`config.mk`:
```
export PLATFORM = sky130hd
export DESIGN_NAME = key_scan_filter
export DESIGN_NICKNAME = d
export VERILOG_FILES = /design/src/rtl/key_scan_filter.sv
export SDC_FILE = /design/constraint.sdc
export NUM_CORES = 1
export LEC_CHECK = 0
export CAP_MARGIN = 5
export CORE_MARGIN = 2
export CORE_UTILIZATION = 40
export CTS_CLUSTER_DIAMETER = 50
export CTS_CLUSTER_SIZE = 25
export DETAILED_ROUTE_END_ITERATION = 6
export GPL_TIMING_DRIVEN = 0
export SLEW_MARGIN = 20
export SYNTH_ARGS = -nofsm -noshare
export SYNTH_HDL_FRONTEND = slang
export SYNTH_SLANG_ARGS = --single-unit
```
`constraint.sdc`:
```
create_clock -name clk -period 10.18 [get_ports clk]
set_clock_uncertainty 0.1 [all_clocks]
set_input_delay 2.036 -clock clk [delete_from_list [all_inputs] [get_ports clk]]
set_output_delay 2.036 -clock clk [all_outputs]
set_load 0.01 [all_outputs]
```
`src/rtl/key_scan_filter.sv`:
```
// key_scan_filter: N-channel key synchroniser and debouncer with
// registered press, release, long-press and auto-repeat pulses.
module key_scan_filter #(
  parameter int N_KEYS       = 4,
  parameter int ACTIVE_LOW   = 1,
  parameter int DEBOUNCE_CYC = 1000000,
  parameter int LONG_CYC     = 50000000,
  parameter int REPEAT_CYC   = 10000000
) (
  input  logic              clk,
  input  logic              rst,
  input  logic [N_KEYS-1:0] key_in,
  output logic [N_KEYS-1:0] key_state,
  output logic [N_KEYS-1:0] key_press,
  output logic [N_KEYS-1:0] key_release,
  output logic [N_KEYS-1:0] key_long,
  output logic [N_KEYS-1:0] key_repeat
);

  localparam int DW   = $clog2(DEBOUNCE_CYC);
  localparam int HMAX = (LONG_CYC > REPEAT_CYC) ? LONG_CYC : REPEAT_CYC;
  localparam int HW   = $clog2(HMAX + 1);
  localparam int RP_M = (REPEAT_CYC > 0) ? REPEAT_CYC - 1 : 0;

  localparam logic [DW-1:0] DB_TOP = DW'(DEBOUNCE_CYC - 1);
  localparam logic [HW-1:0] LG_TOP = HW'(LONG_CYC - 1);
  localparam logic [HW-1:0] RP_TOP = HW'(RP_M);
  localparam logic          RP_EN  = (REPEAT_CYC != 0);

  localparam logic [N_KEYS-1:0] POL = {N_KEYS{ACTIVE_LOW != 0}};

  typedef enum logic [1:0] {
    IDLE,
    PRESS_FILT,
    DOWN,
    REL_FILT
  } state_t;

  logic [N_KEYS-1:0] sync1, sync2, p;

  state_t        st_q [N_KEYS];
  state_t        st_d [N_KEYS];
  logic [DW-1:0] db_q [N_KEYS];
  logic [DW-1:0] db_d [N_KEYS];
  logic [HW-1:0] hc_q [N_KEYS];
  logic [HW-1:0] hc_d [N_KEYS];

  logic [N_KEYS-1:0] ld_q, ld_d;
  logic [N_KEYS-1:0] lvl_d, press_d, rel_d;
  logic [N_KEYS-1:0] long_d, rep_d;

  assign p = sync2 ^ POL;

  // two-flop synchroniser, cleared to the released pin level
  always_ff @(posedge clk or posedge rst) begin
    if (rst) begin
      sync1 <= POL;
      sync2 <= POL;
    end else begin
      sync1 <= key_in;
      sync2 <= sync1;
    end
  end

  // per-channel state, counters and registered outputs
  always_ff @(posedge clk or posedge rst) begin
    if (rst) begin
      for (int i = 0; i < N_KEYS; i++) begin
        st_q[i] <= IDLE;
        db_q[i] <= '0;
        hc_q[i] <= '0;
      end
      ld_q        <= '0;
      key_state   <= '0;
      key_press   <= '0;
      key_release <= '0;
      key_long    <= '0;
      key_repeat  <= '0;
    end else begin
      for (int i = 0; i < N_KEYS; i++) begin
        st_q[i] <= st_d[i];
        db_q[i] <= db_d[i];
        hc_q[i] <= hc_d[i];
      end
      ld_q        <= ld_d;
      key_state   <= lvl_d;
      key_press   <= press_d;
      key_release <= rel_d;
      key_long    <= long_d;
      key_repeat  <= rep_d;
    end
  end

  // next-state: debounce both edges, schedule hold events while down
  always_comb begin
    ld_d    = ld_q;
    lvl_d   = key_state;
    press_d = '0;
    rel_d   = '0;
    long_d  = '0;
    rep_d   = '0;
    for (int i = 0; i < N_KEYS; i++) begin
      st_d[i] = st_q[i];
      db_d[i] = db_q[i];
      hc_d[i] = hc_q[i];
      unique case (st_q[i])
        IDLE: begin
          if (p[i]) begin
            st_d[i] = PRESS_FILT;
            db_d[i] = '0;
          end
        end
        PRESS_FILT: begin
          if (!p[i]) begin
            st_d[i] = IDLE;
          end else if (db_q[i] == DB_TOP) begin
            st_d[i]    = DOWN;
            press_d[i] = 1'b1;
            lvl_d[i]   = 1'b1;
            hc_d[i]    = '0;
            ld_d[i]    = 1'b0;
          end else begin
            db_d[i] = db_q[i] + DW'(1);
          end
        end
        DOWN: begin
          if (!ld_q[i] && hc_q[i] == LG_TOP) begin
            long_d[i] = 1'b1;
            ld_d[i]   = 1'b1;
            hc_d[i]   = '0;
          end else if (ld_q[i] && RP_EN && hc_q[i] == RP_TOP) begin
            rep_d[i] = 1'b1;
            hc_d[i]  = '0;
          end else if (hc_q[i] != '1) begin
            hc_d[i] = hc_q[i] + HW'(1);
          end
          if (!p[i]) begin
            st_d[i] = REL_FILT;
            db_d[i] = '0;
          end
        end
        REL_FILT: begin
          if (p[i]) begin
            st_d[i] = DOWN;
          end else if (db_q[i] == DB_TOP) begin
            st_d[i]  = IDLE;
            rel_d[i] = 1'b1;
            lvl_d[i] = 1'b0;
          end else begin
            db_d[i] = db_q[i] + DW'(1);
          end
        end
      endcase
    end
  end

endmodule
```
# ---- Word level (Yosys, flattened, before mapping)
# Cells that the tools add are included.
# W data, S select, Z words.
dict set report word_totals {
  register_bits 224
  inputBits 6
  output_inout_bits 20
  word_cells 295
}
dict set report op_classes {
  add_sub_neg 8
  n_eq_ne 68
  mux 148
  bitwise 1
  n_reduce_logical 44
}
# operator n
set op_table {}
lappend op_table {{$mux W26} 20}
lappend op_table {{$mux W20} 20}
lappend op_table {{$pmux W20 S4} 4}
lappend op_table {{$pmux W26 S2} 4}
lappend op_table {{$add A26 B1 Y26 const B} 4}
lappend op_table {{$eq A26 B24 Y1 const B} 4}
lappend op_table {{$eq A26 B26 Y1 const B} 4}
lappend op_table {{$ne A26 B26 Y1 const B} 4}
lappend op_table {{$add A20 B1 Y20 const B} 4}
lappend op_table {{$eq A20 B20 Y1 const B} 4}
lappend op_table {{$mux W1} 64}
lappend op_table {{$reduce_and A4 Y1} 16}
lappend op_table {{$ne A2 B2 Y1 const B} 28}
lappend op_table {{$mux W2} 24}
lappend op_table {{$pmux W2 S4} 4}
lappend op_table {{$ne A3 B3 Y1 const B} 8}
lappend op_table {{$reduce_and A5 Y1} 4}
lappend op_table {{$eq A2 B2 Y1 const B} 8}
lappend op_table {{$ne A4 B4 Y1 const B} 4}
lappend op_table {{$pmux W1 S2} 8}
lappend op_table {{$reduce_bool A2 Y1} 8}
lappend op_table {{$eq A2 B1 Y1 const B} 4}
lappend op_table {{$logic_and A1 B1 Y1} 8}
lappend op_table {{$logic_not A2 Y1} 4}
lappend op_table {{2 further kinds} 5}

# ---- Depth between registers and ports, before layout
dict set report logic_depth {
  ltp_word 5
  depth_mapped 11
  mapped_depth_nobuf 8
}

# ---- Worst setup path before layout
# No wires, ideal clock.
dict set report synth_timing {
  path_type {reg-to-output}
  from {register key_state[0]}
  to {output port key_state[0]}
  t_arrival_ns 0.391
  required_time_ns 8.044
  slack_ns 7.653
  stages_incl_launch_ff 1
  path_buffers 0
  path_cell_list {dfrtp_1}
}
# element line_no
set synth_rtl {}
lappend synth_rtl {{from (decl)} 13} ;# output logic [N_KEYS-1:0] key_state,
lappend synth_rtl {{from (signal assigned)} 86} ;# key_state <= lvl_d;
# No word-level cell between the ends.

# ---- Final worst setup path
dict set report layout_timing {
  from {register key_state[0]}
  to {output port key_state[0]}
}
# No word-level cell between the ends.

==> impl_metrics.toml <==
[final_layout]
final_util = 0.475
final_cell_mix = "216 x dfrtp_1, 142 x nand2_1, 138 x o21ai_0"
antenna_cells = 0
drive_above_1_share = 0.0697
nNetsFinal = 1573
final_common_cell = "dfrtp_1"
syn_to_final_growth_pct = 16.4

[sta]
setup_violations = 0
post-route-min-period_ns = 3.62
rsz0062_at_grt = "no"
finalHoldViolCount = 0
fmax_mhz = 276
slew_headroom = 0.304
finalCritPeriodShare = 0.356
worstMarginPinSlew_ns = 1.03
maxSlewViolCount = 0
holdWs_ns = 0.254

[routing]
antenna_left = 0
vias_per_cell = 5.84
drt_pass1_iterations = 5
drt_iter0_drc = 981
wl_per_cell_microns = 16.2
remaining_drc_errors = 0
wirelength_microns = 32400
routed-via-count = 11700

[synth]
ys.flop_type = "dfrtp_1"
ys_warn_count = 0
syn_nets = 1510
synth_cell_type_count = 79
syn-instance-count = 1476
syn_area_sq_um = 13000
synth-async-reset-ratio = 1.00
synth_edf_count = 0
synth_area_per_cell_sq_um = 8.80
yosysSeqAreaShare = 0.432
yosys_register_bits = 224

[clocking]
clkLatencyLatePin_ns = 0.51
cts_tree = "done"
post_cts_resized = 0
clock_sinks = 224
cts_buffers = 34
cts_root_buf = "clkbuf_16"
clk_path_buf_depth = 3
hold_buffers = 0
clk_pin_slew_ns = 0.06
cts_setup_buffers = 0
htree_levels = 2

[worst_setup_path]
path_buf_inv = 1
path_max_fanout = 3
worst-setup-path-type = "flip-flop to output port"
slowest_delay_ns = 0.56
cp_top_family = "buffers and inverters"
cp.arrival_ns = 1.48
critPathLaunchType = "flip-flop"
crit_path_end_kind = "output port"
crit_required_ns = 8.04
worstPathCellList = "clkdlybuf4s50_1"
crit_path_top_delay_cell = "clkdlybuf4s50_1"

[global_routing]
grt_first_pass_wirelength_microns = 55600
antenna_found_initial = 0
grt_use_met3 = 0.0257
grt.met1_usage = 0.281
grt_max_degree = 102
grt-ovfl-total = 0
grt_pass1_vias = 11100
top_usage_layer = "met2"
met2_usage = 0.310
grt.total_usage = 0.195

[floorplan]
fp.dieW_microns = 184
die_y_microns = 184
top_level_ports = 26
die-area_sq_um = 33900
start_util = 0.408
rows = 65
core_area_sq_um = 31800

[placed_design]
hpwl_microns = 21700
place_congestion = 0.892
io_buffers = 25

[power_and_ir_drop]
ir_drop_v = 0.000130
power_density_nw_per_um2 = 225
leakage_nw = 6.10
p_total_w = 0.00341

[min_path]
holdCritPathClass = "flip-flop to flip-flop"

[run_status]
outcome = "complete, no violations"

[job]
maxCapViolations = 0
power by group:
| group | switching, W | internal (W) |
|---|---|---|
| sequential | 0.0000511 | 0.000936 |
| combinational | 0.000769 | 0.000339 |
| clock | 0.000440 | 0.000870 |
registers in the layout, summed over array words and instances (netlist names), named ones only:
| name | count |
|---|---|
| db_q | 80 |
| hc_q | 104 |
| key_long | 4 |
| key_press | 4 |
| key_release | 4 |
| key_repeat | 4 |
| key_state | 4 |
| ld_q | 4 |
| st_q | 4 |
| sync1 | 4 |
| sync2 | 4 |
synthesized netlist by cell type, types with 4 or more instances:
cell type / number / area, sq um
nor4_1: 23 / 144
a2bb2oi_1: 23 / 201
inv_1: 49 / 184
o41ai_1: 11 / 96.3
dfstp_2: 8 / 210
a41oi_1: 11 / 96.3
nand4_1: 48 / 300
a21oi_1: 80 / 400
or4_1: 19 / 143
o21a_1: 13 / 97.6
o31ai_1: 47 / 353
o21ai_0: 138 / 691
o22ai_1: 5 / 31.3
o211ai_1: 5 / 37.5
nand4b_1: 5 / 43.8
nand2_1: 142 / 533
or3_1: 23 / 144
mux2i_1: 11 / 110
nor2b_1: 14 / 87.6
nand3_1: 77 / 385
and3_1: 49 / 307
nor4bb_1: 6 / 60.1
a22o_1: 21 / 184
mux2_2: 4 / 45.0
a31oi_1: 49 / 307
or2_2: 10 / 62.6
buf_2: 4 / 20.0
nor2_1: 86 / 323
dfrtp_1: 216 / 5410
and2_1: 13 / 81.3
a21o_1: 14 / 105
and4_1: 20 / 175
clkbuf_1: 68 / 255
ha_1: 28 / 350
nor4b_1: 13 / 114
o2bb2ai_1: 4 / 35.0
nor3_1: 47 / 235
nand2b_1: 13 / 81.3
cell families after synthesis:
logic type               synth area share
buffers and inverters              0.0406
AND/OR/NAND/NOR                     0.266
AO/OA/AOI/OAI                       0.222
flip-flops                          0.432
multiplexers                       0.0119
adder cells (fa/ha/maj)            0.0270
metrics by stage:
step	std cells	worst slack [ns]	area [sq um]	setup TNS, ns
floorplan	1476	1.92	13000	0
global placement	1936	-1.41	13800	-298.41
detailed placement	1938	6.84	13800	0
CTS	1998	6.54	15100	0
global route	1998	6.51	15100	0
finish	1998	6.56	15100	0
final cells by class:
type	count	area (sq um)
tap	435	544
multi-input combinational	1122	6850
fill	3006	16700
inverter	49	191
clock buffer	37	893
sequential	224	5620
buffer	81	343
timing repair buffer	27	305
clock inverter	23	378
layer usage:
layer  part of all wire  vias to the layer above  routed length, microns
met5                  0                        -                       0
met4              0.017                        0                     565
met3              0.041                       54                    1330
met2               0.45                      247                   14700
met1               0.49                     5642                   15800
li1                   -                     5734                       -
path summary, 6_finish.rpt:
kind | start | end | slack (ns) | depth (start not counted)
worst max-delay path | key_state[0] | key_state[0] | 6.56 | 1
worst min-delay path | sync1[0] | sync2[0] | 0.25 | 0
worst max register to register | db_q[47] | hc_q[59] | 7.11 | 9
worst min register to register | sync1[0] | sync2[0] | 0.25 | 0
max in group asynchronous | rst | sync1[0] | 7.36 | 3
min in group asynchronous | rst | key_release[0] | 1.80 | 2
Note: power is estimated with default switching activity, not from simulation.
